## config.mk

```make
export PLATFORM = sky130hd
export DESIGN_NAME = uart_tx_fifo
export DESIGN_NICKNAME = d
export VERILOG_FILES = /design/src/rtl/uart_tx_fifo.sv
export SDC_FILE = /design/constraint.sdc
export NUM_CORES = 1
export LEC_CHECK = 0
export BUFFER_PORTS_ARGS = -buffer_cell sky130_fd_sc_hd__buf_4
export CAP_MARGIN = 30
export CORE_MARGIN = 4
export CORE_UTILIZATION = 50
export CTS_BUF_LIST = sky130_fd_sc_hd__clkbuf_2 sky130_fd_sc_hd__clkbuf_4 sky130_fd_sc_hd__clkbuf_8
export CTS_CLUSTER_DIAMETER = 40
export DETAILED_ROUTE_END_ITERATION = 10
export PLACE_DENSITY = 0.67
export SYNTH_ARGS = -nofsm -noshare
export SYNTH_HDL_FRONTEND = slang
export SYNTH_SLANG_ARGS = --single-unit
```

## constraint.sdc

```tcl
create_clock -name clk -period 4.1 [get_ports clk]
set_input_delay 0 -clock clk [delete_from_list [all_inputs] [get_ports clk]]
set_output_delay 0 -clock clk [all_outputs]
set_load 0.05 [all_outputs]
```

## src/rtl/uart_tx_fifo.sv

```systemverilog
// uart_tx_fifo: 8N1 UART transmitter, LSB first, with a write-side byte FIFO.
// The baud table matches the companion receiver, so one `mode` bus can drive
// both ends of a link. Queued bytes go out back to back with no idle gap.
//
// Ports:
//   clk       system clock, rising edge
//   rst       asynchronous active-high reset
//   mode      baud select: 0=10417, 1=5208, 2=434, 3=195 clk/bit, else 5208
//   data_in   byte to queue, sampled when data_wr=1
//   data_wr   write strobe, one byte per asserted cycle
//   full      FIFO holds FIFO_DEPTH bytes (combinational)
//   busy      frame in progress or bytes queued (combinational)
//   overflow  sticky flag: a write arrived while full
//   tx_line   registered serial output, idles high
module uart_tx_fifo #(
  parameter int CLK_FREQ   = 50000000,  // informational; baud table assumes 50 MHz
  parameter int FIFO_DEPTH = 4          // power of two, 2..16
) (
  input  logic       clk,
  input  logic       rst,
  input  logic [3:0] mode,
  input  logic [7:0] data_in,
  input  logic       data_wr,
  output logic       full,
  output logic       busy,
  output logic       overflow,
  output logic       tx_line
);

  localparam int PW = $clog2(FIFO_DEPTH);

  typedef enum logic [1:0] {IDLE, START, DATA, STOP} state_t;

  // ---------------------------------------------------------------- FIFO
  logic [7:0]    mem [FIFO_DEPTH];
  logic [PW-1:0] wr_ptr, rd_ptr;
  logic [PW:0]   count;
  logic          empty, wr_acc, pop;

  assign full   = (count == (PW+1)'(FIFO_DEPTH));
  assign empty  = (count == '0);
  // full is judged on the pre-pop count, so a write while full is dropped
  // even if the FSM pops on the same edge.
  assign wr_acc = data_wr & ~full;

  always_ff @(posedge clk) begin
    if (wr_acc) mem[wr_ptr] <= data_in;
  end

  // Depth is a power of two, so the pointers wrap by natural overflow.
  always_ff @(posedge clk or posedge rst) begin
    if (rst) begin
      wr_ptr   <= '0;
      rd_ptr   <= '0;
      count    <= '0;
      overflow <= 1'b0;
    end else begin
      if (wr_acc) wr_ptr <= wr_ptr + 1'b1;
      if (pop)    rd_ptr <= rd_ptr + 1'b1;
      case ({wr_acc, pop})
        2'b10:   count <= count + 1'b1;
        2'b01:   count <= count - 1'b1;
        default: count <= count;
      endcase
      if (data_wr && full) overflow <= 1'b1;
    end
  end

  // ----------------------------------------------------------- baud table
  logic [31:0] len_dec;

  always_comb begin
    case (mode)
      4'd0:    len_dec = 32'd10417;
      4'd1:    len_dec = 32'd5208;
      4'd2:    len_dec = 32'd434;
      4'd3:    len_dec = 32'd195;
      default: len_dec = 32'd5208;
    endcase
  end

  // ------------------------------------------------------------------ FSM
  state_t      state, state_n;
  logic [7:0]  shift, shift_n;
  logic [2:0]  bit_cnt, bit_cnt_n;
  logic [31:0] clk_cnt, clk_cnt_n;
  logic [31:0] len_bit, len_bit_n;
  logic        tx_n;
  logic        bit_end;

  // Bit period is latched at each pop, so mode changes never disturb a frame
  // already on the wire.
  assign bit_end = (clk_cnt == len_bit - 32'd1);
  assign busy    = (state != IDLE) || !empty;

  always_ff @(posedge clk or posedge rst) begin
    if (rst) begin
      state   <= IDLE;
      shift   <= '0;
      bit_cnt <= '0;
      clk_cnt <= '0;
      len_bit <= 32'd5208;
      tx_line <= 1'b1;
    end else begin
      state   <= state_n;
      shift   <= shift_n;
      bit_cnt <= bit_cnt_n;
      clk_cnt <= clk_cnt_n;
      len_bit <= len_bit_n;
      tx_line <= tx_n;
    end
  end

  always_comb begin
    state_n   = state;
    shift_n   = shift;
    bit_cnt_n = bit_cnt;
    clk_cnt_n = clk_cnt + 32'd1;
    len_bit_n = len_bit;
    tx_n      = tx_line;
    pop       = 1'b0;

    case (state)
      IDLE: begin
        tx_n      = 1'b1;
        clk_cnt_n = '0;
        if (!empty) begin
          pop       = 1'b1;
          shift_n   = mem[rd_ptr];
          len_bit_n = len_dec;
          tx_n      = 1'b0;
          state_n   = START;
        end
      end
      START: begin
        if (bit_end) begin
          clk_cnt_n = '0;
          tx_n      = shift[0];
          bit_cnt_n = '0;
          state_n   = DATA;
        end
      end
      DATA: begin
        if (bit_end) begin
          clk_cnt_n = '0;
          if (bit_cnt == 3'd7) begin
            tx_n    = 1'b1;
            state_n = STOP;
          end else begin
            shift_n   = {1'b0, shift[7:1]};
            bit_cnt_n = bit_cnt + 3'd1;
            tx_n      = shift[1];
          end
        end
      end
      STOP: begin
        if (bit_end) begin
          clk_cnt_n = '0;
          // Chain straight into the next start bit when more data waits.
          if (!empty) begin
            pop       = 1'b1;
            shift_n   = mem[rd_ptr];
            len_bit_n = len_dec;
            tx_n      = 1'b0;
            state_n   = START;
          end else begin
            state_n = IDLE;
          end
        end
      end
      default: begin
        tx_n      = 1'b1;
        clk_cnt_n = '0;
        state_n   = IDLE;
      end
    endcase
  end

endmodule

```

==> run summary <==
uppermost layer routed: met4
status: finished, final reports clean
gr usage total: 18.75%
Die Ht: 110.7 um
Post-Synthesis Cell Area: 5278 sq um
synthesized flop and latch total: 95
Hold Crit Class: input pin to register
CTS max path bufs: 2
antenna viol nets, final: 0
initial antenna violation count: 0
first-pass GRT wire length: 18720 um
PwrDens: 609.6 nW/um^2
number of hold violations in the final report: 0
share of the synthesized area in the top cell type: 27.98%
largest cells by area after synthesis: dfrtp_1 28%, edfxtp_1 18%, xnor2_1 4.5%
sequential fraction of the synthesis area: 48.17%
EDFF count, synth: 32
Starting Density: 51.12%
global placer's final weighted congestion: 0.8548
largest area contributor in the netlist: dfrtp_1
CTS tree: built
DIE WIDTH: 110.7 um
Peak Freq: 0.2602 GHz
Max IR drop VDD: 0.3568 mV
total power: 3622 uW
core area: 10320 sq um
most frequent cells in the layout: 59 x dfrtp_1, 56 x nor2_1, 32 x edfxtp_1
via-per-instance ratio: 5.789
Synth Warn #: 0
Finished Core Util: 57.56%
WL met1: 5386 um
clock sinks: 95
Finish-stage setup viols: 0
max-cap viol count: 0
TritonCTS buffer count: 9
# fillers: 889
number of library cell types mapped by synthesis: 61
Met2 Wirelength: 5011 um
Routed wire per std cell: 16.65 um
worst-path fanout max: 7
P&R area growth vs syn: 12.59%
WHS: 356.5 ps
final period utilization: 93.74%
crit path cell chain: nor4_4 > nand2_1 > nor2_1 > ha_1 > xnor2_1 > nor4_2 > nand2_1 > nor4_4 > nand4_2 > nor2_2 > o21ba_2 > ha_1 > inv_1 > fa_1 > xor2_1 > nor2_1 > xor2_1
die area: 12260 sq um
commonest non-fill, non-tap cell in the layout: dfrtp_1
post-synthesis net count: 523
Critical Path AT: 4150 ps
startpoint types: register
Slew Limit Fails: 0
clock latency on the worst-skew pair: 380 ps
DR vias: 3838
Clock Root Buffer: clkbuf_8
DRC viols: 0
Slew @ Worst Pin: 862.8 ps
leakage: 0.002374 uW
Post-DP HPWL: 7659 um
I/O Buffers: 18
vias in the first global route: 3808
1st-iter DRT viols: 228
dominant register cell in the synthesized netlist: dfrtp_1
CP max-delay cell: dfrtp_1
Reg clk slew, reported paths: 110 ps
Async SR Flop Fraction: 66.32%
Relative slew margins: 41.95%
placed inst area: 5540 sq um
largest net degree at the start of global routing: 64
drt first pass iters: 5
worst endpoint required time: 4410 ps
met3 wire len: 390 um
Max stage delay on crit path: 480 ps
Crit Path Category: register to register
row count: 37
antenna cell count: 0
CTS H-Tree Depth: 3
Final Critical Period: 3843 ps
Final nets: 554
clock skew: 12.45 ps
Setup crit end kind: register
Final Routed Wirelength: 11040 um
Post-CTS Setup Bufs: 0
gr ovfl total: 0
fin area: 5942 sq um
IO Pins: 19
Post-Synthesis Cells: 491
share of cells above drive strength 1: 13.09%
syn_area_per_cell: 10.75 sq um
logic make-up after synthesis:
kind of cell	after synthesis	share of synthesized area, %
adders and majority gates	17	4.173
AOI/OAI and AO/OA	63	8.914
buffers and inverters	49	3.580
DFF	95	48.17
xor gates and xnor gates	50	8.298
muxes	28	7.397
and+or+nand+nor	189	19.46
through the flow:
stage / cells / setup TNS [ps] / setup WS, ps
after floorplan: 491 / 0 / 395.6
after global placement: 629 / 0 / 236.4
after detailed placement: 629 / 0 / 61.66
after CTS: 662 / 0 / 41.80
after global routing: 663 / -5.385 / -5.385
final: 663 / 0 / 256.8
worst paths after layout:
path	end	from	slack, ps	cells after the start
max in group asynchronous	len_bit[7]$_DFFE_PP0P_	rst	3150	4
min in group asynchronous	bit_cnt[1]$_DFFE_PP0P_	rst	400	4
hold reg to reg	overflow$_DFFE_PP0P_	overflow$_DFFE_PP0P_	480	1
setup reg to reg	count[2]$_DFFE_PP0P_	len_bit[5]$_DFFE_PP0P_	260	17
setup / recovery	count[2]$_DFFE_PP0P_	len_bit[5]$_DFFE_PP0P_	260	17
hold / removal	mem[0][6]$_DFFE_PP_	data_in[6]	360	2
metal layers:
metal,vias to the layer above,track usage [%]
met5,-,0
met4,0,8.785
met3,24,2.893
met2,85,28.28
met1,1889,26.58
li1,1840,-
registers in the layout (all words and copies together) (netlist names), 2 cells and up:
register and count:
count 3, wr_ptr 2, shift 8, bit_cnt 3, rd_ptr 2, mem 32
len_bit 9, clk_cnt 32, state 2
repair_timing:
item                                    in CTS  in global routing
endpoints found under the setup margin       0                  3
gates resized for setup                      0                  5
hold endpoints to repair                    96                  0
hold buffers                                17                  0
Yosys cell counts (all sizes together), types with 2 or more instances:
library cell and instances:
o211a 2, mux2i 12, dfrtp 59, nor3b 3, mux4 8, xnor2 27
o211ai 10, o21ai 8, and4 7, and2 6, inv 27, nor4b 2
nor4 10, or4 6, o311ai 2, a41oi 2, ha 16, nand3 26
nand4 14, xor2 23, or3 5, nand2b 5, nand2 22, dfstp 4
a21oi 8, nor2 58, edfxtp 32, nor2b 2, a22oi 7, o21a 2
mux2 8, a211oi 6, buf 6, a31oi 4, o41ai 2, clkbuf 16
and3 7, nor3 14, o22ai 2
critical path: cells and delay by family (launching register included):
| family | cells | cell delay [ps] |
|---|---|---|
| adders and majority gates | 3 | 800 |
| AOI/OAI and AO/OA | 1 | 160 |
| DFF | 1 | 480 |
| buffers and inverters | 1 | 60 |
| xor gates and xnor gates | 3 | 440 |
| and+or+nand+nor | 9 | 1870 |
final cells by class:
| type | count | area (sq um) | share of cell area, % |
|---|---|---|---|
| clock buffers | 9 | 123.9 | 2.085 |
| well taps | 136 | 170.2 | 2.864 |
| inverters | 27 | 101.3 | 1.706 |
| flip-flops and latches | 95 | 2542 | 42.79 |
| multi-input cells | 347 | 2579 | 43.40 |
| repair buffers | 42 | 355.3 | 5.980 |
| clock inverters | 7 | 70.07 | 1.179 |
power breakdown:
part | internal (uW) | leakage (uW) | switching (uW)
Combinational | 644 | 0.00117 | 914
Sequential | 1220 | 0.00110 | 227
Clock | 241 | 0.0000977 | 381
No activity file was read; power rests on OpenSTA's default activity.
